**config.mk**
```make
export PLATFORM = sky130hd
export DESIGN_NAME = mem_access_ctrl
export DESIGN_NICKNAME = d
export VERILOG_FILES = /design/src/rtl/mem_access_ctrl_pkg.sv /design/src/rtl/mem_access_ctrl_byte_merge.sv /design/src/rtl/mem_access_ctrl.sv
export SDC_FILE = /design/constraint.sdc
export NUM_CORES = 1
export LEC_CHECK = 0
export ABC_AREA = 1
export CAP_MARGIN = 40
export CORE_MARGIN = 5
export CORE_UTILIZATION = 30
export CTS_CLUSTER_DIAMETER = 50
export DETAILED_ROUTE_END_ITERATION = 16
export GPL_TIMING_DRIVEN = 0
export SLEW_MARGIN = 20
export SYNTH_ARGS = -nofsm -noshare
export SYNTH_HDL_FRONTEND = slang
export SYNTH_SLANG_ARGS = --single-unit
```
**constraint.sdc**
```tcl
create_clock -name clk -period 1.54 [get_ports clk]
set_input_delay 0.462 -clock clk [delete_from_list [all_inputs] [get_ports clk]]
set_output_delay 0.462 -clock clk [all_outputs]
set_load 0.1 [all_outputs]
```
**src/rtl/mem_access_ctrl_pkg.sv**
```systemverilog
// Shared types and defaults for the CPU-to-RAM access sequencer.
package mem_access_ctrl_pkg;

  localparam int unsigned ADDR_W_DEF = 9;
  localparam int unsigned DATA_W_DEF = 32;
  localparam int unsigned BE_W_DEF   = DATA_W_DEF / 8;

  localparam logic [BE_W_DEF-1:0] BE_ALL = '1;

  typedef enum logic [2:0] {
    IDLE    = 3'd0,
    RD      = 3'd1,
    RD_CAP  = 3'd2,
    RMW_RD  = 3'd3,
    RMW_MRG = 3'd4,
    WR      = 3'd5,
    ACK     = 3'd6
  } state_t;

endpackage

```
**src/rtl/mem_access_ctrl_byte_merge.sv**
```systemverilog
// Combinational byte-lane merge: lanes with be set take the new word, others keep the old word.
module byte_merge
  import mem_access_ctrl_pkg::*;
#(
  parameter int unsigned DATA_W = DATA_W_DEF,
  localparam int unsigned BE_W  = DATA_W / 8
) (
  input  logic [DATA_W-1:0] old_word,
  input  logic [DATA_W-1:0] new_word,
  input  logic [BE_W-1:0]   be,
  output logic [DATA_W-1:0] merged_c
);

  always_comb begin
    merged_c = old_word;
    for (int i = 0; i < int'(BE_W); i++) begin
      if (be[i]) merged_c[8*i +: 8] = new_word[8*i +: 8];
    end
  end

endmodule

```
**src/rtl/mem_access_ctrl.sv**
```systemverilog
// Single-request sequencer between the CPU load/store path and a 1-cycle-latency word RAM.
// Build option MEM_ACCESS_CTRL_RMW_EN enables read-modify-write for partial-word stores.
module mem_access_ctrl
  import mem_access_ctrl_pkg::*;
#(
  parameter int unsigned ADDR_W = ADDR_W_DEF,
  parameter int unsigned DATA_W = DATA_W_DEF,
  localparam int unsigned BE_W  = DATA_W / 8
) (
  input  logic              clk,
  input  logic              reset_n,
  input  logic              cpu_req,
  input  logic              cpu_we,
  input  logic [BE_W-1:0]   cpu_be,
  input  logic [ADDR_W-1:0] cpu_addr,
  input  logic [DATA_W-1:0] cpu_wdata,
  output logic              cpu_ready,
  output logic              cpu_done,
  output logic [DATA_W-1:0] cpu_rdata,
  output logic              ram_read,
  output logic              ram_write,
  output logic [ADDR_W-1:0] ram_addr,
  output logic [DATA_W-1:0] ram_wdata,
  input  logic [DATA_W-1:0] ram_rdata
);

  localparam logic [BE_W-1:0] BE_FULL = '1;

  state_t            state, state_n;
  logic              ready_n, done_n, read_n, write_n;
  logic [DATA_W-1:0] rdata_n, wdata_n;
  logic [ADDR_W-1:0] addr_n;

`ifdef MEM_ACCESS_CTRL_RMW_EN
  logic [BE_W-1:0]   lat_be, lat_be_n;
  logic [DATA_W-1:0] lat_wdata, lat_wdata_n;
  logic [DATA_W-1:0] merged_c;

  byte_merge #(.DATA_W(DATA_W)) u_byte_merge (
    .old_word (ram_rdata),
    .new_word (lat_wdata),
    .be       (lat_be),
    .merged_c (merged_c)
  );
`endif

  // State and registered outputs; async reset kills any strobe in flight.
  always_ff @(posedge clk or negedge reset_n) begin
    if (!reset_n) begin
      state     <= IDLE;
      cpu_ready <= 1'b1;
      cpu_done  <= 1'b0;
      cpu_rdata <= '0;
      ram_read  <= 1'b0;
      ram_write <= 1'b0;
      ram_addr  <= '0;
      ram_wdata <= '0;
`ifdef MEM_ACCESS_CTRL_RMW_EN
      lat_be    <= '0;
      lat_wdata <= '0;
`endif
    end else begin
      state     <= state_n;
      cpu_ready <= ready_n;
      cpu_done  <= done_n;
      cpu_rdata <= rdata_n;
      ram_read  <= read_n;
      ram_write <= write_n;
      ram_addr  <= addr_n;
      ram_wdata <= wdata_n;
`ifdef MEM_ACCESS_CTRL_RMW_EN
      lat_be    <= lat_be_n;
      lat_wdata <= lat_wdata_n;
`endif
    end
  end

  // Next-state and next-output decode.
  always_comb begin
    state_n = state;
    ready_n = cpu_ready;
    done_n  = 1'b0;
    rdata_n = cpu_rdata;
    read_n  = 1'b0;
    write_n = 1'b0;
    addr_n  = ram_addr;
    wdata_n = ram_wdata;
`ifdef MEM_ACCESS_CTRL_RMW_EN
    lat_be_n    = lat_be;
    lat_wdata_n = lat_wdata;
`endif

    case (state)
      IDLE: begin
        if (cpu_req) begin
          ready_n = 1'b0;
          addr_n  = cpu_addr;
          if (!cpu_we) begin
            read_n  = 1'b1;
            state_n = RD;
          end else if (cpu_be == '0) begin
            state_n = ACK;
`ifdef MEM_ACCESS_CTRL_RMW_EN
          end else if (cpu_be != BE_FULL) begin
            read_n      = 1'b1;
            lat_be_n    = cpu_be;
            lat_wdata_n = cpu_wdata;
            state_n     = RMW_RD;
`endif
          end else begin
            wdata_n = cpu_wdata;
            write_n = 1'b1;
            state_n = WR;
          end
        end
      end
      RD:      state_n = RD_CAP;
      RD_CAP: begin
        rdata_n = ram_rdata;
        done_n  = 1'b1;
        ready_n = 1'b1;
        state_n = IDLE;
      end
`ifdef MEM_ACCESS_CTRL_RMW_EN
      RMW_RD:  state_n = RMW_MRG;
      RMW_MRG: begin
        wdata_n = merged_c;
        write_n = 1'b1;
        state_n = WR;
      end
`endif
      WR, ACK: begin
        done_n  = 1'b1;
        ready_n = 1'b1;
        state_n = IDLE;
      end
      default: begin
        ready_n = 1'b1;
        state_n = IDLE;
      end
    endcase
  end

endmodule

```
-- After elaboration in Yosys (flattened, before gate mapping)
Index checks and enable logic that the tools add are counted.
- word-level logic and storage cells: 35
- bits in registers: 80
- output and inout port bits: 77
- equal/unequal tests: 5
- bitwise gates (word level): 2
- muxes and demuxes: 14
- reductions and logical operators: 6
- operators with widths (kind ; count):
    1-bit two-way mux ; 9
    3-bit == test, second input constant ; 2
    3-bit two-way mux ; 2
    3-bit case mux with 2 select lines ; 1
    4-bit zero test ; 1
    2-bit AND reduction ; 2
    4-bit AND reduction ; 1
    3-bit by 1-bit == test with 1-bit output, second input constant ; 1
    3-bit by 2-bit == test with 1-bit output, second input constant ; 1
    3-bit zero test ; 1
    3-bit OR reduction ; 1
    2-bit two-way mux ; 1
    2-bit inequality test, second input constant ; 1
    1-bit inverter ; 2
    1-bit case mux with 2 select lines ; 1

-- Logic depth before layout (Yosys ltp)
- depth in word-level cells: 5
- depth in mapped cells: 7

-- Worst setup path after synthesis
OpenSTA, ideal clock, no wires.
- kind: register to output
- from: register cpu_rdata[0]
- to: output cpu_rdata[0]
- cell stages (with the launch flop): 1
- setup slack: 180 ps
- arrival time: 898 ps
- required time: 1078 ps
- cells stage by stage: dfrtp_1
- RTL lines (item ; line ; source):
    from (decl) ; mem_access_ctrl.sv:19 ; output logic [DATA_W-1:0] cpu_rdata,
    from (signal assigned) ; mem_access_ctrl.sv:66 ; cpu_rdata <= rdata_n;
No word-level cell between the ends.

-- Worst setup path in the final report
- from: register cpu_ready
- to: output cpu_ready
- RTL lines (item ; line ; source):
    from (decl) ; mem_access_ctrl.sv:17 ; output logic cpu_ready,
    from (signal assigned) ; mem_access_ctrl.sv:64 ; cpu_ready <= ready_n;
No word-level cell between the ends.

==> run metrics <==
CP cell instances=buf_16; CTS tree=built; worst reg2reg startpoint=state[0]; site row count=37; nets@finish=about 600; CP endpoint=cpu_ready; flop2flop setup slack=0.20 ns; Register-to-Register Path Depth=7; CP Data Required Time=between 1 and 1.5 ns; failing checks=negative setup slack; # H-tree levels=3; Crit path max-delay family=flip-flops; slowest CP cell=dfstp_2; Die Footprint=12800 sq um; final hold violation count=0; CP Buf/Inv Count=1; post-synth top area share=0.617; initial antenna violation count=0; port bufs=156; Ys Warns=0; dpl hpwl=roughly 8 mm; CTS Buf Count=9; gr usage total=0.165; multi-input logic area=937 sq um; largest net degree at the start of global routing=46; syn nets=425; Syn Std Cell Area=3200 sq um; Post-Syn Area per Cell=9.31 sq um; Max-slew headroom=0.674; core area=10400 sq um; Clock Path Buffers=2; Setup crit start kind=register; worst setup path class=reg2out; Max Slew Vio Count=0; fill count=844; cell taking the most area after synthesis=dfrtp_1; Worst-Skew Late Latency=0.35 ns; Diodes inserted=0; WP depth=1; number of DRC markers in iteration 0=148; vias in the first global route=3237; worst reg2reg path endpoint=ram_wdata[29]; Initial Util=0.309; Worst Path Arrival=between 1 and 1.5 ns; Placer Congestion=0.774; Achievable Freq=633 MHz; post-route worst setup slack=-0.0402 ns; GRT overflow=0; ANT nets after route=0; register area=2000 sq um; unrepaired setup endpoints after global routing=yes; most common cell after layout, fill and taps aside=nand2_1; Worst Skew=between 0.009 and 0.01 ns; synth top area cells=dfrtp_1, nand2_1, nand4_1; via count=3010; endpoints failing setup=1; Worst-path clk slew=0.08 ns; beginning of the critical path=cpu_ready; layout cell share with drive strength beyond 1=0.244; I/O Pins=between 150 and 200; worst-path fanout max=2; worst-margin pin slew=just under 0.5 ns; DR WL/cell=15.5 um; Root Buffer=clkbuf_8; status=complete, but fails checks; first-pass GRT wire length=16.8 mm; first drt pass iteration count=4; die width=113 um; most frequent cells in the layout=nand2_1, dfrtp_1, clkdlybuf4s50_1; minimum clock period=1.58 ns; crit end category=output port; vias per inst=4.55; clock sink total=80; Synth Register Bits=80; Hold WC Path Type=in2async; post-synth cell types=18; max-cap violations=0; Synth-to-Final Area Change=92.0%; Seq/Total Area, Yosys=0.625; Detailed Route WL=10.3 mm; period utilisation layout=1.03; Remaining DRCs=0; crit-path max cell delay=between 0.5 and 0.6 ns; Hold WS=0.0741 ns; Mapped Cells=approximately 340; Die Y=113 um
## cell usage after synthesis
cell,count
nand2_1,124
dfrtp_1,79
inv_1,36
o21ai_0,34
nand4_1,33
buf_2,11
clkbuf_1,6
nor2_1,6
buf_6,3
inv_2,3
nand2_2,2
a21oi_1,1
buf_4,1
dfstp_2,1
nand3_1,1
nand3_2,1
nand3_4,1
nor2_8,1
## per-stage QoR
stage           util  TNS (ns)  setup WS (ns)  cells  area (sq um)
3_3_place_gp   0.476   -272.83          -2.90    636          4930
2_1_floorplan      -         0          0.180    344          3200
3_5_place_dp   0.614    -12.43         -0.318    714          6370
4_1_cts        0.591   -0.0737        -0.0722    661          6130
5_1_grt        0.593   -0.0900        -0.0846    661          6150
6_report       0.593   -0.0402        -0.0402    661          6150
## state kept, by name (all words and copies together) (netlist names)
name       cells
ram_read       1
state          3
cpu_ready      1
ram_write      1
cpu_rdata     32
ram_wdata     32
cpu_done       1
ram_addr       9
## cell families (layout without fill, tap and decap cells)
| kind of cell | count (synthesis) | in the layout | synth area share |
|---|---|---|---|
| buffers and inverters | 60 | 241 | 0.0828 |
| AND/OR/NAND/NOR | 169 | 169 | 0.237 |
| AO/OA/AOI/OAI | 35 | 35 | 0.0547 |
| flip-flops | 80 | 80 | 0.625 |
## metal layers
layer  vias up  share of wire  GRT usage
met2       122           0.49      0.284
met1      1431           0.41      0.199
met5         -              0          0
li1       1442              -          -
met3        15          0.074     0.0439
met4         0          0.019     0.0601
## worst min path at each step
stage | from | end | slack [ns] | cells past startpoint
2_1_floorplan | reset_n | cpu_done | 0.17 | 0
3_3_place_gp | ram_wdata[21] | ram_wdata[21] | 0.45 | 2
3_5_place_dp | reset_n | cpu_rdata[29] | 0.46 | 1
4_1_cts | reset_n | ram_wdata[25] | 0.07 | 1
5_1_grt | reset_n | cpu_rdata[29] | 0.1 | 1
6_report | reset_n | cpu_rdata[0] | 0.07 | 1
## what timing repair did
item | in CTS | in global routing
buffers inserted | 0 | 0
hold buffers | 0 | 0
gates resized for setup | 89 | 6
endpoints found under the setup margin | 77 | 9
cloned | 0 | 0
## layout make-up
class | count | area share
clock buffers | 11 | 0.0246
flip-flops and latches | 80 | 0.326
repair buffers | 165 | 0.417
plain buffers | 21 | 0.0193
inverters | 39 | 0.0238
multi-input cells | 204 | 0.152
well taps | 136 | 0.0277
clock inverters | 5 | 0.00895
Power is not shown: default switching activity piles up to over one toggle a cycle in this logic, so the estimate is an artifact.
